==> src/rtl/ped_crossing_ctrl.sv <==
`default_nettype none
// ============================================================================
// Module      : ped_crossing_ctrl
// Description : Pedestrian signal stage; debounces the push-button and grants
//               WALK + flashing DONT_WALK at the start of a vehicle RED phase.
// Revision    : 1.0 - initial release
// ============================================================================
module ped_crossing_ctrl #(
  parameter int DEBOUNCE_CYCLES = 4,
  parameter int WALK_SECS       = 10,
  parameter int FLASH_SECS      = 5
) (
  input  logic       clk,
  input  logic       rst,
  input  logic       en,
  input  logic       one_sec_tick,
  input  logic       red_light,
  input  logic       yellow_light,
  input  logic       green_light,
  input  logic       ped_btn,
  output logic       walk,
  output logic       dont_walk,
  output logic       request_pending,
  output logic [5:0] walk_sec_left,
  output logic       abort_pulse
);

  typedef enum logic [1:0] {
    S_IDLE     = 2'd0,
    S_WAIT_RED = 2'd1,
    S_WALK     = 2'd2,
    S_FLASH    = 2'd3
  } state_t;

  localparam logic [7:0] c_DB_MAX = 8'(DEBOUNCE_CYCLES);
  localparam logic [5:0] c_TOTAL  = 6'(WALK_SECS + FLASH_SECS);
  localparam logic [5:0] c_FLASH  = 6'(FLASH_SECS);

  logic       r_sync1;
  logic       r_sync2;
  logic [7:0] r_db_cnt;
  logic       r_red_prev;
  state_t     r_state;
  logic       r_walk;
  logic       r_dont_walk;
  logic       r_req;
  logic [5:0] r_secs;
  logic       r_abort;

  logic       w_press;
  logic       w_valid;
  logic       w_red_rise;
  logic       w_unsafe;
  logic [5:0] w_secs_dec;

  // Event fires on the edge where the count reaches DEBOUNCE_CYCLES, then the
  // counter saturates so a long hold produces only one event.
  assign w_press    = r_sync2 && (r_db_cnt == c_DB_MAX - 8'd1);
  assign w_valid    = (red_light ^ yellow_light ^ green_light)
                      & ~(red_light & yellow_light & green_light);
  assign w_red_rise = red_light & ~r_red_prev & w_valid;
  assign w_unsafe   = ~red_light | ~w_valid;
  assign w_secs_dec = (r_secs == 6'd0) ? 6'd0 : r_secs - 6'd1;

  always_ff @(posedge clk) begin
    if (rst) begin
      r_sync1    <= 1'b0;
      r_sync2    <= 1'b0;
      r_db_cnt   <= 8'd0;
      r_red_prev <= 1'b1;
    end else begin
      r_sync1    <= ped_btn;
      r_sync2    <= r_sync1;
      r_red_prev <= red_light;
      if (!r_sync2) begin
        r_db_cnt <= 8'd0;
      end else if (r_db_cnt != c_DB_MAX) begin
        r_db_cnt <= r_db_cnt + 8'd1;
      end
    end
  end

  always_ff @(posedge clk) begin
    if (rst) begin
      r_state     <= S_IDLE;
      r_walk      <= 1'b0;
      r_dont_walk <= 1'b1;
      r_req       <= 1'b0;
      r_secs      <= 6'd0;
      r_abort     <= 1'b0;
    end else begin
      r_abort <= 1'b0;
      if (w_press && (r_state == S_IDLE || r_state == S_WAIT_RED)) begin
        r_req <= 1'b1;
      end

      if (!en) begin
        r_state     <= S_IDLE;
        r_walk      <= 1'b0;
        r_dont_walk <= 1'b1;
        r_secs      <= 6'd0;
      end else if ((r_state == S_WALK || r_state == S_FLASH) && w_unsafe) begin
        r_state     <= S_IDLE;
        r_walk      <= 1'b0;
        r_dont_walk <= 1'b1;
        r_secs      <= 6'd0;
        r_abort     <= 1'b1;
      end else begin
        case (r_state)
          S_IDLE: begin
            if (r_req) begin
              r_state <= S_WAIT_RED;
            end
          end
          S_WAIT_RED: begin
            // Clearing here also absorbs a press landing in the same cycle.
            if (w_red_rise) begin
              r_state     <= S_WALK;
              r_walk      <= 1'b1;
              r_dont_walk <= 1'b0;
              r_secs      <= c_TOTAL;
              r_req       <= 1'b0;
            end
          end
          S_WALK: begin
            if (one_sec_tick) begin
              r_secs <= w_secs_dec;
              if (w_secs_dec == c_FLASH) begin
                r_state     <= S_FLASH;
                r_walk      <= 1'b0;
                r_dont_walk <= 1'b1;
              end
            end
          end
          S_FLASH: begin
            if (one_sec_tick) begin
              r_secs <= w_secs_dec;
              if (w_secs_dec == 6'd0) begin
                r_state     <= S_IDLE;
                r_dont_walk <= 1'b1;
              end else begin
                r_dont_walk <= ~r_dont_walk;
              end
            end
          end
        endcase
      end
    end
  end

  assign walk            = r_walk;
  assign dont_walk       = r_dont_walk;
  assign request_pending = r_req;
  assign walk_sec_left   = r_secs;
  assign abort_pulse     = r_abort;

endmodule
`default_nettype wire
==> config.mk <==
export PLATFORM = sky130hd
export DESIGN_NAME = ped_crossing_ctrl
export DESIGN_NICKNAME = d
export VERILOG_FILES = /design/src/rtl/ped_crossing_ctrl.sv
export SDC_FILE = /design/constraint.sdc
export NUM_CORES = 1
export LEC_CHECK = 0
export CORE_MARGIN = 2
export CORE_UTILIZATION = 42
export DETAILED_ROUTE_END_ITERATION = 7
export GPL_TIMING_DRIVEN = 0
export PLACE_DENSITY = 0.66
export RECOVER_POWER = 100
export SLEW_MARGIN = 20
export SYNTH_ARGS = -nofsm -noshare
export SYNTH_HDL_FRONTEND = slang
export SYNTH_SLANG_ARGS = --single-unit
==> constraint.sdc <==
create_clock -name clk -period 2.4 [get_ports clk]
set_input_delay 0.36 -clock clk [delete_from_list [all_inputs] [get_ports clk]]
set_output_delay 0.36 -clock clk [all_outputs]
set_load 0.005 [all_outputs]
==> implementation parameters <==
Parameter                              Value

Power
  Worst-case vdd ir drop    276 µV
  Clock power frac    0.302
  Total Power Consumption    0.000606 W
  Switching part of the total power    0.229
  Switching pwr    0.000139 W
  Int Pwr    0.000467 W
  Power share of the combinational group    0.059
  Areal power density over the cells    381 nW/µm²
  Sequential share of power    0.638
  Leakage power    0.620 nW

Placed design
  Worst slack after detailed placement    -0.191 ns
  Routability Congestion    0.845
  Total placed instance area    1560 µm²
  Count of buffers from port buffering    17
  Half-perimeter wire length after placement    2.10 mm

CTS
  Cell chosen for the clock root    clkbuf_4
  Clock transition at path regs    0.13 ns
  Number of buffers on the longest clock path    2
  Max H-tree Level    1
  Total of hold buffers inserted after clock tree synthesis    0
  CTS sink cnt    23
  Skew-Pair Late Insertion Delay    0.31 ns
  Post-cts repair resize count    0
  CTS tree    yes
  Post-CTS setup-driven buffer insertion count    0
  CTS Buf Count    3

Setup path
  Crit Path Category    flop to flop
  Kind of end point of the critical path    flop
  Reg-to-Reg End    r_state[0]
  Largest fanout on the critical path    5
  Critical path required time    2.63 ns
  Worst Path Arrival    2.41 ns
  Reg2Reg Launch Point    walk_sec_left[1]
  Flop-to-flop setup slack    0.23 ns
  Number of cells traversed by the worst register-to-register path    7
  Nature of the critical path startpoint    flop

Global route
  First-pass GRT wire length    4.60 mm
  Remaining global-route overflow    0
  GRT Resource Usage Total    0.168
  Largest net degree at the start of global routing    14
  Antenna violations before repair    0
  Via count of the first global-routing pass    1,076

Drt
  Via Count    1,160
  Number of detailed-routing iterations run before antenna repair    4
  Average via count per standard cell    5.27
  ANT nets after route    0
  Initial DRC count    45
  Wire length reported by the detailed router    2.69 mm
  Remaining DRCs    0
  Drt wl/cell    12.2 µm

Synthesis
  Most common library cells after synthesis    23 x dfxtp_1, 18 x nor2_1, 11 x inv_1
  Average size of a mapped cell    8.58 µm²
  Count of state elements after synthesis    23
  Number of unique standard cell types used by synthesis    43
  Async set or reset register ratio after synthesis    0
  Total standard cell area after synthesis    1330 µm²
  Main flop type after synthesis    dfxtp_1
  Most common cell in the synthesized netlist    dfxtp_1
  Sequential-to-total area share from yosys stat    0.346
  Total number of yosys warnings    0
  Cell count after synthesis    155
  Net Count, Synth    172
  Top cell type by total area after synthesis    dfxtp_1
  Main area contributors after synthesis    dfxtp_1 35%, ha_1 8.5%, nor2_1 5.1%
  Number of enable flip-flop cells after synthesis    0
  Area share of the largest cell type after synthesis    0.346

Final layout
  Area Overhead vs Synth    19.5%
  Number of diodes    0
  FILL cells    296
  Layout net count    194
  Combined flip-flop and latch cell area    462 µm²
  Multi-input gate area in the final layout    818 µm²
  Share of post-route cells with drive strength above 1    0.0739
  Final std cell area, no fill    1590 µm²

STA
  Post-route minimum period    2.17 ns
  Count of final setup violators    0
  Final worst path period share    0.906
  Transition at the pin with the smallest max-transition slack    0.535 ns
  Final Max Slew Viols    0
  Upper clock frequency limit    460 MHz
  Worst Clk Skew    0.00486 ns
  RSZ-0062 raised after global routing    false
  Final Hold Violating Endpoints    0
  Worst slew margin    0.640
  Least setup slack across all paths after layout    0.225 ns
  Setup TNS    0 ns

Floorplan
  Floorplan die width    60.3 µm
  Initial Utilization    0.439
  Number of ports placed on the die boundary    18
  Core box area    3030 µm²
  Overall die area    3630 µm²
  Die Ht    60.3 µm
  Floorplan row count    20

Hold path
  Worst hold endpoint    r_sync2
  Worst hold start    r_sync1
  HP Class    flop to flop
  Cell depth of the worst min-delay path    1

Status
  Status    finished clean

Job
  Count of max-cap constraint violations    0
layer usage:
metal  global-route usage  vias up  share of wire
met3               0.0541        4          0.028
li1                     -      603              -
met5                    0        -              0
met1                0.215      538           0.48
met2                0.272       15           0.48
met4               0.0413        0         0.0086
power by group through the flow:
stage / sequential [W] / clock [W] / combinational [W]
global placement: 0.000395 / 0 / 0.0000344
detailed placement: 0.000395 / 0 / 0.0000353
CTS: 0.000387 / 0.000196 / 0.0000354
finish: 0.000386 / 0.000183 / 0.0000360
floorplan: 0.000394 / 0 / 0.0000176
global route: 0.000387 / 0.000209 / 0.0000394
cells in the final DEF, fill, tap and decap left out, types with 4 or more instances in the layout:
cell,instances
a21oi_1,10
clkdlybuf4s50_1,7
dfxtp_1,22
dlygate4sd3_1,10
ha_1,9
inv_1,11
nand2_1,4
nand2b_1,7
nand3_1,7
nor2_1,18
nor2b_1,5
o21ai_0,7
xor2_1,6
metrics by stage:
step,hold slack [ns],utilization,instances
3_3_place_gp,0.424,0.514,216
6_report,0.458,0.525,220
5_1_grt,0.465,0.525,220
3_5_place_dp,0.426,0.514,216
4_1_cts,0.463,0.523,220
2_1_floorplan,0.414,-,155
critical path, cell delays in order (launching register included):
cell      delay, ns
dfxtp_1        0.41
inv_1          0.10
ha_1           0.30
or4bb_1        0.49
o22ai_1        0.20
a31o_1         0.25
a31oi_1        0.10
a311oi_1       0.25
cell families (layout without fill, tap and decap cells):
family / Yosys count / in the layout / synth area share
muxes: 2 / 2 / 0.0151
AOI/OAI and AO/OA: 38 / 38 / 0.195
xor gates and xnor gates: 8 / 8 / 0.0527
DFF: 23 / 23 / 0.346
buffers and inverters: 13 / 34 / 0.0423
and+or+nand+nor: 62 / 62 / 0.264
adders and majority gates: 9 / 9 / 0.0847
cell type report:
cell class                 instances  share of cell area
clock buffer                       3              0.0142
sequential                        23               0.291
tap                               44              0.0346
clock inverter                     1             0.00315
buffer                             2             0.00945
timing repair buffer              17               0.107
multi-input combinational        119               0.515
inverter                          11              0.0260
flip-flops by register name, indices dropped and copies added (netlist names):
register and count:
dont_walk 1, r_state 2, walk_sec_left 6, r_sync2 1
r_db_cnt 8, request_pending 1, abort_pulse 1, r_sync1 1
walk 1, r_red_prev 1
worst max-delay path by stage:
| stage | startpoint | end | cells after the start | slack [ns] |
|---|---|---|---|---|
| 6_report | walk_sec_left[1] | r_state[0] | 7 | 0.23 |
| 5_1_grt | walk_sec_left[1] | r_state[0] | 7 | 0.02 |
| 4_1_cts | red_light | dont_walk | 7 | 0.15 |
| 3_5_place_dp | red_light | dont_walk | 7 | -0.19 |
| 3_3_place_gp | red_light | dont_walk | 7 | -0.15 |
| 2_1_floorplan | walk_sec_left[0] | r_state[0] | 7 | 0.43 |
(Power assumes the default switching activity.)
